==> src/rtl/mips_ctl_pkg.sv <==
// Shared definitions for the multi-cycle MIPS control unit: states, ALU op codes,
// datapath mux encodings, opcode/funct/rt values and instruction classes.
package mips_ctl_pkg;

  typedef enum logic [2:0] {
    ST_IDLE   = 3'd0,
    ST_FETCH  = 3'd1,
    ST_DECODE = 3'd2,
    ST_EXEC   = 3'd3,
    ST_MEM    = 3'd4,
    ST_WB     = 3'd5,
    ST_MULDIV = 3'd6
  } state_t;

  localparam logic [5:0] ALU_ADD  = 6'b000000;
  localparam logic [5:0] ALU_SUB  = 6'b000001;
  localparam logic [5:0] ALU_SLL  = 6'b000010;
  localparam logic [5:0] ALU_SRL  = 6'b000100;
  localparam logic [5:0] ALU_SRA  = 6'b000110;
  localparam logic [5:0] ALU_OR   = 6'b001000;
  localparam logic [5:0] ALU_AND  = 6'b010000;
  localparam logic [5:0] ALU_NOR  = 6'b011000;
  localparam logic [5:0] ALU_XOR  = 6'b100000;
  localparam logic [5:0] ALU_SLT  = 6'b101001;
  localparam logic [5:0] ALU_SLTU = 6'b110001;

  localparam logic [1:0] PC_SRC_ALU    = 2'd0;
  localparam logic [1:0] PC_SRC_ALUOUT = 2'd1;
  localparam logic [1:0] PC_SRC_JUMP   = 2'd2;
  localparam logic [1:0] PC_SRC_REGA   = 2'd3;

  localparam logic [1:0] SRC_B_REGB    = 2'd0;
  localparam logic [1:0] SRC_B_FOUR    = 2'd1;
  localparam logic [1:0] SRC_B_IMM     = 2'd2;
  localparam logic [1:0] SRC_B_IMM_SH2 = 2'd3;

  localparam logic [1:0] REG_DST_RT = 2'd0;
  localparam logic [1:0] REG_DST_RD = 2'd1;
  localparam logic [1:0] REG_DST_RA = 2'd2;

  localparam logic [1:0] M2R_ALU = 2'd0;
  localparam logic [1:0] M2R_MEM = 2'd1;
  localparam logic [1:0] M2R_PC  = 2'd2;

  localparam logic [5:0] OP_RTYPE  = 6'b000000;
  localparam logic [5:0] OP_REGIMM = 6'b000001;
  localparam logic [5:0] OP_J      = 6'b000010;
  localparam logic [5:0] OP_JAL    = 6'b000011;
  localparam logic [5:0] OP_BEQ    = 6'b000100;
  localparam logic [5:0] OP_BNE    = 6'b000101;
  localparam logic [5:0] OP_BLEZ   = 6'b000110;
  localparam logic [5:0] OP_BGTZ   = 6'b000111;
  localparam logic [5:0] OP_ADDI   = 6'b001000;
  localparam logic [5:0] OP_ADDIU  = 6'b001001;
  localparam logic [5:0] OP_SLTI   = 6'b001010;
  localparam logic [5:0] OP_SLTIU  = 6'b001011;
  localparam logic [5:0] OP_ANDI   = 6'b001100;
  localparam logic [5:0] OP_ORI    = 6'b001101;
  localparam logic [5:0] OP_XORI   = 6'b001110;
  localparam logic [5:0] OP_LB     = 6'b100000;
  localparam logic [5:0] OP_LH     = 6'b100001;
  localparam logic [5:0] OP_LW     = 6'b100011;
  localparam logic [5:0] OP_LBU    = 6'b100100;
  localparam logic [5:0] OP_LHU    = 6'b100101;
  localparam logic [5:0] OP_SB     = 6'b101000;
  localparam logic [5:0] OP_SH     = 6'b101001;
  localparam logic [5:0] OP_SW     = 6'b101011;

  localparam logic [5:0] F_SLL     = 6'b000000;
  localparam logic [5:0] F_SRL     = 6'b000010;
  localparam logic [5:0] F_SRA     = 6'b000011;
  localparam logic [5:0] F_SLLV    = 6'b000100;
  localparam logic [5:0] F_SRLV    = 6'b000110;
  localparam logic [5:0] F_SRAV    = 6'b000111;
  localparam logic [5:0] F_JR      = 6'b001000;
  localparam logic [5:0] F_JALR    = 6'b001001;
  localparam logic [5:0] F_SYSCALL = 6'b001100;
  localparam logic [5:0] F_MFHI    = 6'b010000;
  localparam logic [5:0] F_MTHI    = 6'b010001;
  localparam logic [5:0] F_MFLO    = 6'b010010;
  localparam logic [5:0] F_MTLO    = 6'b010011;
  localparam logic [5:0] F_MULT    = 6'b011000;
  localparam logic [5:0] F_MULTU   = 6'b011001;
  localparam logic [5:0] F_DIV     = 6'b011010;
  localparam logic [5:0] F_DIVU    = 6'b011011;
  localparam logic [5:0] F_ADD     = 6'b100000;
  localparam logic [5:0] F_ADDU    = 6'b100001;
  localparam logic [5:0] F_SUB     = 6'b100010;
  localparam logic [5:0] F_SUBU    = 6'b100011;
  localparam logic [5:0] F_AND     = 6'b100100;
  localparam logic [5:0] F_OR      = 6'b100101;
  localparam logic [5:0] F_XOR     = 6'b100110;
  localparam logic [5:0] F_NOR     = 6'b100111;
  localparam logic [5:0] F_SLT     = 6'b101010;
  localparam logic [5:0] F_SLTU    = 6'b101011;

  localparam logic [4:0] RT_BLTZ   = 5'b00000;
  localparam logic [4:0] RT_BGEZ   = 5'b00001;
  localparam logic [4:0] RT_BLTZAL = 5'b10000;
  localparam logic [4:0] RT_BGEZAL = 5'b10001;

  typedef enum logic [3:0] {
    CLS_ILLEGAL = 4'd0,
    CLS_RALU    = 4'd1,
    CLS_IALU    = 4'd2,
    CLS_LOAD    = 4'd3,
    CLS_STORE   = 4'd4,
    CLS_BRANCH  = 4'd5,
    CLS_JUMP    = 4'd6,
    CLS_JR      = 4'd7,
    CLS_MULDIV  = 4'd8,
    CLS_MFHILO  = 4'd9,
    CLS_MTHILO  = 4'd10,
    CLS_SYSCALL = 4'd11
  } instr_class_t;

  localparam int CNT_W = 5;

endpackage

==> src/rtl/mc_decode.sv <==
// Combinational classification of the IR op/funct/rt fields into an instruction
// class plus the ALU op, immediate extension and link flag it needs.
module mc_decode
  import mips_ctl_pkg::*;
(
  input  logic [5:0]   op,
  input  logic [5:0]   funct,
  input  logic [4:0]   rt,
  output instr_class_t cls,
  output logic [5:0]   alu_op,
  output logic         sign_ext,
  output logic         link,
  output logic         illegal
);

  always_comb begin
    cls      = CLS_ILLEGAL;
    alu_op   = ALU_ADD;
    sign_ext = 1'b1;
    link     = 1'b0;
    case (op)
      OP_RTYPE: begin
        case (funct)
          F_SLL, F_SLLV: begin cls = CLS_RALU; alu_op = ALU_SLL; end
          F_SRL, F_SRLV: begin cls = CLS_RALU; alu_op = ALU_SRL; end
          F_SRA, F_SRAV: begin cls = CLS_RALU; alu_op = ALU_SRA; end
          F_ADD, F_ADDU: begin cls = CLS_RALU; alu_op = ALU_ADD; end
          F_SUB, F_SUBU: begin cls = CLS_RALU; alu_op = ALU_SUB; end
          F_AND:         begin cls = CLS_RALU; alu_op = ALU_AND; end
          F_OR:          begin cls = CLS_RALU; alu_op = ALU_OR;  end
          F_XOR:         begin cls = CLS_RALU; alu_op = ALU_XOR; end
          F_NOR:         begin cls = CLS_RALU; alu_op = ALU_NOR; end
          F_SLT:         begin cls = CLS_RALU; alu_op = ALU_SLT; end
          F_SLTU:        begin cls = CLS_RALU; alu_op = ALU_SLTU; end
          F_JR:          cls = CLS_JR;
          F_JALR:        begin cls = CLS_JR; link = 1'b1; end
          F_SYSCALL:     cls = CLS_SYSCALL;
          F_MFHI, F_MFLO: cls = CLS_MFHILO;
          F_MTHI, F_MTLO: cls = CLS_MTHILO;
          F_MULT, F_MULTU, F_DIV, F_DIVU: cls = CLS_MULDIV;
          default: ;
        endcase
      end
      OP_REGIMM: begin
        case (rt)
          RT_BLTZ, RT_BGEZ:     begin cls = CLS_BRANCH; alu_op = ALU_SUB; end
          RT_BLTZAL, RT_BGEZAL: begin cls = CLS_BRANCH; alu_op = ALU_SUB; link = 1'b1; end
          default: ;
        endcase
      end
      OP_J:   cls = CLS_JUMP;
      OP_JAL: begin cls = CLS_JUMP; link = 1'b1; end
      OP_BEQ, OP_BNE, OP_BLEZ, OP_BGTZ: begin cls = CLS_BRANCH; alu_op = ALU_SUB; end
      OP_ADDI, OP_ADDIU: begin cls = CLS_IALU; alu_op = ALU_ADD; end
      OP_SLTI:  begin cls = CLS_IALU; alu_op = ALU_SLT; end
      OP_SLTIU: begin cls = CLS_IALU; alu_op = ALU_SLTU; end
      // Logical immediates zero-extend.
      OP_ANDI:  begin cls = CLS_IALU; alu_op = ALU_AND; sign_ext = 1'b0; end
      OP_ORI:   begin cls = CLS_IALU; alu_op = ALU_OR;  sign_ext = 1'b0; end
      OP_XORI:  begin cls = CLS_IALU; alu_op = ALU_XOR; sign_ext = 1'b0; end
      OP_LB, OP_LH, OP_LW, OP_LBU, OP_LHU: cls = CLS_LOAD;
      OP_SB, OP_SH, OP_SW: cls = CLS_STORE;
      default: ;
    endcase
  end

  assign illegal = (cls == CLS_ILLEGAL);

endmodule

==> src/rtl/mc_control.sv <==
// Multi-cycle control FSM sequencing fetch/decode/execute/memory/writeback for the
// shared MIPS datapath, with memory-ready stalls and a fixed mul/div latency.
//
// state  | meaning
// IDLE   | after reset, one cycle before the first fetch
// FETCH  | read instruction at PC, PC+4 on ready
// DECODE | classify IR, precompute branch target
// EXEC   | ALU op / branch / jump / link, by class
// MEM    | load or store data access, stalls on ready
// WB     | register file or HI/LO write
// MULDIV | wait MULDIV_LAT cycles, then write HI/LO
module mc_control
  import mips_ctl_pkg::*;
#(
  parameter int unsigned MULDIV_LAT  = 4,
  parameter bit          MEM_WAIT_EN = 1'b1
) (
  input  logic       clk,
  input  logic       rst_n,
  input  logic [5:0] instr_op_ctl_i,
  input  logic [5:0] instr_funct_ctl_i,
  input  logic [4:0] instr_rt_ctl_i,
  input  logic       mem_ready_ctl_i,
  output logic       pc_wr_ctl_o,
  output logic       ir_wr_ctl_o,
  output logic       iord_ctl_o,
  output logic       mem_read_ctl_o,
  output logic       mem_wr_ctl_o,
  output logic       alu_src_a_ctl_o,
  output logic [1:0] alu_src_b_ctl_o,
  output logic [5:0] alu_op_ctl_o,
  output logic       sign_ext_ctl_o,
  output logic [1:0] pc_src_ctl_o,
  output logic       branch_ctl_o,
  output logic [1:0] reg_dst_ctl_o,
  output logic [1:0] mem_to_reg_ctl_o,
  output logic       reg_wr_ctl_o,
  output logic       hilo_wr_ctl_o,
  output logic       illegal_ctl_o,
  output logic [2:0] state_ctl_o
);

  localparam logic [CNT_W-1:0] CNT_LOAD = CNT_W'(MULDIV_LAT - 1);

  state_t             state, state_next;
  logic [CNT_W-1:0]   cnt, cnt_next;
  instr_class_t       cls;
  logic [5:0]         dec_alu_op;
  logic               dec_sign_ext, dec_link, dec_illegal;
  logic               mem_ready;

  assign mem_ready = MEM_WAIT_EN ? mem_ready_ctl_i : 1'b1;

  mc_decode u_decode (
    .op       (instr_op_ctl_i),
    .funct    (instr_funct_ctl_i),
    .rt       (instr_rt_ctl_i),
    .cls      (cls),
    .alu_op   (dec_alu_op),
    .sign_ext (dec_sign_ext),
    .link     (dec_link),
    .illegal  (dec_illegal)
  );

  always_ff @(posedge clk or negedge rst_n) begin
    if (!rst_n) begin
      state <= ST_IDLE;
      cnt   <= '0;
    end else begin
      state <= state_next;
      cnt   <= cnt_next;
    end
  end

  always_comb begin
    state_next       = state;
    cnt_next         = cnt;
    pc_wr_ctl_o      = 1'b0;
    ir_wr_ctl_o      = 1'b0;
    iord_ctl_o       = 1'b0;
    mem_read_ctl_o   = 1'b0;
    mem_wr_ctl_o     = 1'b0;
    alu_src_a_ctl_o  = 1'b0;
    alu_src_b_ctl_o  = SRC_B_REGB;
    alu_op_ctl_o     = ALU_ADD;
    sign_ext_ctl_o   = 1'b0;
    pc_src_ctl_o     = PC_SRC_ALU;
    branch_ctl_o     = 1'b0;
    reg_dst_ctl_o    = REG_DST_RT;
    mem_to_reg_ctl_o = M2R_ALU;
    reg_wr_ctl_o     = 1'b0;
    hilo_wr_ctl_o    = 1'b0;
    illegal_ctl_o    = 1'b0;
    case (state)
      ST_IDLE: state_next = ST_FETCH;
      ST_FETCH: begin
        mem_read_ctl_o  = 1'b1;
        alu_src_b_ctl_o = SRC_B_FOUR;
        if (mem_ready) begin
          ir_wr_ctl_o = 1'b1;
          pc_wr_ctl_o = 1'b1;
          state_next  = ST_DECODE;
        end
      end
      ST_DECODE: begin
        alu_src_b_ctl_o = SRC_B_IMM_SH2;
        sign_ext_ctl_o  = 1'b1;
        if (dec_illegal) begin
          illegal_ctl_o = 1'b1;
          state_next    = ST_FETCH;
        end else begin
          state_next = ST_EXEC;
        end
      end
      ST_EXEC: begin
        state_next = ST_FETCH;
        case (cls)
          CLS_RALU: begin
            alu_src_a_ctl_o = 1'b1;
            alu_op_ctl_o    = dec_alu_op;
            state_next      = ST_WB;
          end
          CLS_IALU: begin
            alu_src_a_ctl_o = 1'b1;
            alu_src_b_ctl_o = SRC_B_IMM;
            alu_op_ctl_o    = dec_alu_op;
            sign_ext_ctl_o  = dec_sign_ext;
            state_next      = ST_WB;
          end
          CLS_LOAD, CLS_STORE: begin
            alu_src_a_ctl_o = 1'b1;
            alu_src_b_ctl_o = SRC_B_IMM;
            sign_ext_ctl_o  = 1'b1;
            state_next      = ST_MEM;
          end
          CLS_BRANCH: begin
            alu_src_a_ctl_o = 1'b1;
            alu_op_ctl_o    = ALU_SUB;
            branch_ctl_o    = 1'b1;
            pc_src_ctl_o    = PC_SRC_ALUOUT;
            if (dec_link) begin
              reg_dst_ctl_o    = REG_DST_RA;
              mem_to_reg_ctl_o = M2R_PC;
              reg_wr_ctl_o     = 1'b1;
            end
          end
          CLS_JUMP: begin
            pc_wr_ctl_o  = 1'b1;
            pc_src_ctl_o = PC_SRC_JUMP;
            if (dec_link) begin
              reg_dst_ctl_o    = REG_DST_RA;
              mem_to_reg_ctl_o = M2R_PC;
              reg_wr_ctl_o     = 1'b1;
            end
          end
          CLS_JR: begin
            pc_wr_ctl_o  = 1'b1;
            pc_src_ctl_o = PC_SRC_REGA;
            if (dec_link) begin
              reg_dst_ctl_o    = REG_DST_RD;
              mem_to_reg_ctl_o = M2R_PC;
              reg_wr_ctl_o     = 1'b1;
            end
          end
          CLS_MULDIV: begin
            cnt_next   = CNT_LOAD;
            state_next = ST_MULDIV;
          end
          CLS_MFHILO, CLS_MTHILO, CLS_SYSCALL: state_next = ST_WB;
          default: ;
        endcase
      end
      ST_MEM: begin
        iord_ctl_o     = 1'b1;
        mem_read_ctl_o = (cls == CLS_LOAD);
        mem_wr_ctl_o   = (cls == CLS_STORE);
        if (mem_ready) state_next = (cls == CLS_LOAD) ? ST_WB : ST_FETCH;
      end
      ST_WB: begin
        state_next = ST_FETCH;
        case (cls)
          CLS_RALU, CLS_MFHILO: begin
            reg_wr_ctl_o  = 1'b1;
            reg_dst_ctl_o = REG_DST_RD;
          end
          CLS_IALU: reg_wr_ctl_o = 1'b1;
          CLS_LOAD: begin
            reg_wr_ctl_o     = 1'b1;
            mem_to_reg_ctl_o = M2R_MEM;
          end
          CLS_MTHILO: hilo_wr_ctl_o = 1'b1;
          default: ;
        endcase
      end
      ST_MULDIV: begin
        if (cnt == '0) begin
          hilo_wr_ctl_o = 1'b1;
          state_next    = ST_FETCH;
        end else begin
          cnt_next = cnt - 1'b1;
        end
      end
      default: state_next = ST_IDLE;
    endcase
  end

  assign state_ctl_o = state;

endmodule
==> config.mk <==
export PLATFORM = sky130hd
export DESIGN_NAME = mc_control
export DESIGN_NICKNAME = d
export VERILOG_FILES = /design/src/rtl/mips_ctl_pkg.sv /design/src/rtl/mc_decode.sv /design/src/rtl/mc_control.sv
export SDC_FILE = /design/constraint.sdc
export NUM_CORES = 1
export LEC_CHECK = 0
export ABC_AREA = 1
export ABC_CLOCK_PERIOD_IN_PS = 2650
export CAP_MARGIN = 20
export CORE_ASPECT_RATIO = 1.5
export CORE_MARGIN = 3
export CORE_UTILIZATION = 50
export DETAILED_ROUTE_END_ITERATION = 10
export PLACE_DENSITY_LB_ADDON = 0.2
export SYNTH_ARGS = -nofsm -noshare
export SYNTH_HDL_FRONTEND = slang
export SYNTH_SLANG_ARGS = --single-unit
==> constraint.sdc <==
create_clock -name clk -period 2.65 [get_ports clk]
set_clock_uncertainty 0.2 [all_clocks]
set_input_delay 0.265 -clock clk [delete_from_list [all_inputs] [get_ports clk]]
set_output_delay 0.265 -clock clk [all_outputs]
set_load 0.01 [all_outputs]
==> results of run 1 <==
## worst max-delay path: cells and delay by family
family / cells / cell delay, ns
AND/OR/NAND/NOR: 3 / 0.55
AO/OA/AOI/OAI: 1 / 0.19
buffers and inverters: 5 / 1.16
## per-stage QoR
| step | std cells | cell area [sq um] | total power [uW] |
|---|---|---|---|
| after floorplan | 233 | 1420 | 520 |
| after detailed placement | 358 | 2230 | 820 |
| after global placement | 358 | 2230 | 805 |
| after global routing | 370 | 2340 | 1080 |
| final | 370 | 2340 | 990 |
| after CTS | 364 | 2290 | 968 |
## metal layers
layer | part of all wire | routed length, um | vias up
li1 | - | - | 948
met1 | 0.36 | 1830 | 911
met2 | 0.55 | 2820 | 92
met3 | 0.059 | 302 | 23
met4 | 0.036 | 183 | 0
met5 | 0 | 0 | -
## repair_timing
item | CTS | global route
endpoints found under the setup margin | 16 | 12
buffers inserted | 3 | 6
cloned | 0 | 0
pin swaps | 4 | 4
gates resized for setup | 28 | 15
## cell usage after synthesis (2+ instances only)
cell,instances
nor3_4,3
nand2_1,55
nor2_4,5
nor2_2,7
inv_2,9
xor2_1,2
nand2_2,6
dfrtp_1,8
a21oi_1,6
nand3_4,2
inv_1,36
nor3_1,7
nand2_4,2
a31oi_1,2
nand4_1,2
o31ai_1,2
nor2_1,28
nand3_1,19
nand3_2,2
o21ai_0,7
o21ai_2,2
a21oi_2,2
o21ai_1,2
## final cells by class
| type | count | share of cell area |
|---|---|---|
| multi-input combinational | 176 | 0.448 |
| timing repair buffer | 99 | 0.353 |
| sequential | 8 | 0.0855 |
| inverter | 47 | 0.0764 |
| tap | 37 | 0.0198 |
| clock buffer | 3 | 0.0176 |
## kinds of logic after synthesis
family,count (synthesis),share of synthesized area
compound gates,29,0.136
xor+xnor,3,0.0186
fa+ha+maj,1,0.00884
buf+inv,49,0.140
flops,8,0.141
simple gates,143,0.555
## flip-flops by register name (all words and copies together) (netlist names)
register	count
cnt	5
state_ctl_o	3
## power groups by stage
stage | combinational, uW | clock [uW] | sequential [uW]
detailed placement | 642 | 0 | 177
floorplan | 335 | 0 | 185
CTS | 643 | 148 | 177
global route | 737 | 159 | 181
global placement | 629 | 0 | 177
finish | 667 | 145 | 178
## worst max-delay path by stage
stage / startpoint / endpoint / slack (ns) / cells after the start
final: instr_op_ctl_i[5] / alu_src_b_ctl_o[1] / 0.008 / 9
after detailed placement: instr_op_ctl_i[1] / reg_dst_ctl_o[1] / -0.37 / 12
after CTS: instr_op_ctl_i[4] / alu_op_ctl_o[5] / 0.02 / 9
after floorplan: state_ctl_o[1] / alu_op_ctl_o[1] / 0.75 / 6
after global placement: instr_op_ctl_i[1] / reg_dst_ctl_o[1] / -0.31 / 12
after global routing: instr_op_ctl_i[4] / alu_src_a_ctl_o / -0.08 / 13
==> run summary, run 1 <==
status -> finished clean
Top cell by count, worst path -> buf_4
buffers added on ports -> 46
NumNets Final -> 356
Worst Setup End Kind -> primary output
grt met1 use -> 0.334
WS Path Type -> input pin to primary output
IO Pins -> 48
Cells after Synth -> 233
Final WS setup -> 0.00762 ns
Worst R2R End -> state_ctl_o[0]
worst hold margin -> 0.124 ns
Net Sw Frac -> 0.455
cells along the critical path -> clkdlybuf4s50_1, nor2_4, buf_4, nand2_1, buf_4, inv_1, nor3b_1, o21ai_0, dlygate4sd2_1
total gr overflow -> 0
ANT cells -> 0
part of the power in registers -> 0.180
core area -> 0.00268 sq mm
Syn Area/Cell -> 6.07 sq um
worst endpoint data arrival time -> 2.18 ns
total wire length -> 5.14 mm
fin crit period -> 2.64 ns
DR iter-0 viols -> 101
Routed Antenna Nets -> 0
grt met2 use -> 0.564
fillers -> 151
commonest cells after routing, fill and taps aside -> 55 x nand2_1, 53 x buf_4, 35 x inv_1
clk slew on worst S/H paths -> 0.04 ns
Seq/Total Area, Yosys -> 0.141
largest net degree at the start of global routing -> 11
vias in the first global route -> 1948
Gate power share -> 0.674
CP max-delay cell -> clkdlybuf4s50_1
final hold viol count -> 0
static leakage -> 0.00133 uW
net count after synthesis -> 254
clock share of power -> 0.147
Worst Path Required -> 2.18 ns
Worst Setup Start Kind -> input pin
Post-Place Worst Slack -> -0.366 ns
clk_lat worst skew -> 0.23 ns
M3 GR Usage -> 0.0358
count of final setup violators -> 0
most common cell after layout, fill and taps aside -> nand2_1
Die ar. -> 0.00352 sq mm
mapped cell area -> 0.00142 sq mm
Post-synth EDFFs -> 0
multi-input logic area -> 0.00105 sq mm
Area Growth Syn to Fin -> 65.4%
Sw Pwr -> 451 uW
Reg2Reg Setup Slack -> 0.70 ns
via count -> 1974
Slew Viols, Final -> 0
setup TNS -> 0 ns
top cells by area, synth -> nand2_1 15%, dfrtp_1 14%, inv_1 9.5%
routed vias/inst -> 5.34
type of the most critical hold path -> input pin to asynchronous set/reset pin
Vert. Die Dim -> 71.2 um
Initial Util -> 0.529
share of cells above drive strength 1 -> 0.342
Cell Int Power -> 539 uW
Slew @ Worst Pin -> 0.574 ns
gr busiest metal -> met2
Yosys top cell area share -> 0.146
RSZ-0062 raised after global routing -> yes
DRC errors left -> 0
Die X-Extent -> 49.4 um
CTS Root Cell -> clkbuf_8
Peak Freq -> 378 MHz
max incr delay on CP -> 0.52 ns
initial antenna violation count -> 0
fin crit share -> 0.997
async set-or-reset flop fraction in the synthesized netlist -> 1.00
FP Rows -> 23
GRT Util Overall -> 0.299
FF+latch count, synth -> 8
Max-cap violations -> 0
CTS Buf Count -> 3
leading area contributor after synthesis -> nand2_1
number of distinct library cells after synthesis -> 40
clock sink count -> 8
hold_buf cts -> 0
slew margin rel. -> 0.613
Reg2Reg Depth -> 8
Register Area -> 200 sq um
Detailed Routing Iterations Pass 1 -> 4
synth warn -> 0
CTS tree -> done
final core area utilization -> 0.875
H-tree level count -> 1
first-pass GRT wire length -> 8.45 mm
Worst R2R Start -> cnt[0]
crit path max fanout -> 6
detailed placement HPWL -> 3.57 mm
dominant synthesized flop cell -> dfrtp_1
wire per inst -> 13.9 um
worst vdd ir -> 539 uV
CTS Buffer Depth -> 2
Power per Cell Area -> 423 mW/mm^2
routability cong. -> 0.880
Power figures use the tool's default switching activity.
==> run 2, diff against run 1 <==
- CORE_ASPECT_RATIO: 1.5 -> 1.1
==> run 2 against run 1 <==
Sequential power increased by 3%. Final area increased by 0.43%. Count of clock-buffer cells in the layout unchanged.
==> run summary, run 2 (synthesis gave the netlist of run 1 again) <==
status -> finished clean
Final Instance Area -> 0.00235 sq mm
commonest cells after routing, fill and taps aside -> 55 x nand2_1, 52 x buf_4, 35 x inv_1
largest net degree at the start of global routing -> 10
Vert. Die Dim -> 61.8 um
CTS Buffer Depth -> 2
Area Growth Syn to Fin -> 66.1%
ANT cells -> 0
Post-Place Worst Slack -> -0.262 ns
crit path max fanout -> 9
clk slew on worst S/H paths -> 0.06 ns
WS Path Type -> register to primary output
fillers -> 120
Gate power share -> 0.717
Detailed Routing Iterations Pass 1 -> 5
wire per inst -> 15.2 um
clock share of power -> 0.097
routed vias/inst -> 5.66
fin crit period -> 2.62 ns
FP Rows -> 19
Max-cap violations -> 0
Power per Cell Area -> 422 mW/mm^2
Net Sw Frac -> 0.478
detailed placement HPWL -> 3.96 mm
share of cells above drive strength 1 -> 0.333
count of final setup violators -> 0
routability cong. -> 0.892
first-pass GRT wire length -> 8.78 mm
GRT Util Overall -> 0.317
IO Pins -> 48
Worst Setup Start Kind -> register
DR iter-0 viols -> 114
part of the power in registers -> 0.186
static leakage -> 0.00138 uW
worst vdd ir -> 767 uV
NumNets Final -> 356
buffers added on ports -> 46
fin crit share -> 0.988
CTS tree -> done
vias in the first global route -> 2065
initial antenna violation count -> 0
core area -> 0.00259 sq mm
final hold viol count -> 0
slew margin rel. -> 0.588
Die X-Extent -> 56.7 um
Cell Int Power -> 517 uW
Slew Viols, Final -> 0
via count -> 2061
Sw Pwr -> 474 uW
DP Area -> 0.00228 sq mm
Slew @ Worst Pin -> 0.611 ns
clk_lat worst skew -> 0.26 ns
Worst Setup End Kind -> primary output
final core area utilization -> 0.907
DRC errors left -> 0
worst endpoint data arrival time -> 2.15 ns
Worst Path Required -> 2.18 ns
Initial Util -> 0.546
CTS Root Cell -> clkbuf_4
Die ar. -> 0.00351 sq mm
CTS Buf Count -> 3
type of the most critical hold path -> input pin to asynchronous set/reset pin
Largest Register -> cnt
max reg flops -> 5
total wire length -> 5.52 mm
clock sink count -> 8
Final WS setup -> 0.0305 ns
H-tree level count -> 1
Peak Freq -> 382 MHz
total gr overflow -> 0
Routed Antenna Nets -> 0
most common cell after layout, fill and taps aside -> nand2_1
[run 2: worst paths after layout]
kind	from	endpoint	slack [ns]	cells past startpoint
worst min register to register	cnt[4]	cnt[4]	0.33	2
min in group clk	cnt[4]	cnt[4]	0.33	2
worst max-delay path	state_ctl_o[2]	alu_op_ctl_o[2]	0.03	6
worst max register to register	state_ctl_o[2]	cnt[2]	0.56	9
max in group asynchronous	rst_n	cnt[1]	1.90	1
worst min-delay path	rst_n	cnt[3]	0.08	1
[run 2: cell type report]
cell class	count	area, sq um	area share
multi-input cells	176	1040	0.444
repair buffers	99	852	0.362
flip-flops and latches	8	200	0.0852
inverters	47	193	0.0820
well taps	31	38.8	0.0165
clock buffers	3	22.5	0.00958
[run 2: critical path, cell delays in order (launching register included)]
cell and delay (ns):
dfrtp_1 0.47, nor2_1 0.19, inv_1 0.12, nor2_2 0.17
bufinv_8 0.23, nor3_1 0.14, clkdlybuf4s50_1 0.57
[run 2: per-stage QoR]
step	instances	TNS (ns)	total power, uW	hold slack, ns
2_1_floorplan	233	0	520	-0.231
4_1_cts	363	0	931	0.0874
6_report	364	0	991	0.0755
5_1_grt	364	-0.0297	1040	0.0907
3_3_place_gp	358	-1.68	802	0.280
3_5_place_dp	358	-2.58	832	0.285
[run 2: repair_timing]
action                                 CTS  global route
resized for setup                       24            16
hold buffers                             0             0
cloned                                   0             0
setup endpoints to repair               20            11
buffers inserted                         2             1
endpoints found under the hold margin    0             0
pin swaps                                2             2
[run 2: power groups by stage]
stage / clock [uW] / sequential (uW) / combinational (uW)
3_5_place_dp: 0 / 183 / 649
2_1_floorplan: 0 / 185 / 335
5_1_grt: 101 / 186 / 758
3_3_place_gp: 0 / 178 / 624
4_1_cts: 95.9 / 182 / 653
6_report: 96.5 / 184 / 710
[run 2: per-layer routing]
| metal | global-route usage | part of all wire | vias up |
|---|---|---|---|
| li1 | - | - | 954 |
| met2 | 0.630 | 0.50 | 147 |
| met5 | 0 | 0 | - |
| met4 | 0.149 | 0.052 | 0 |
| met1 | 0.335 | 0.36 | 913 |
| met3 | 0.0413 | 0.088 | 47 |
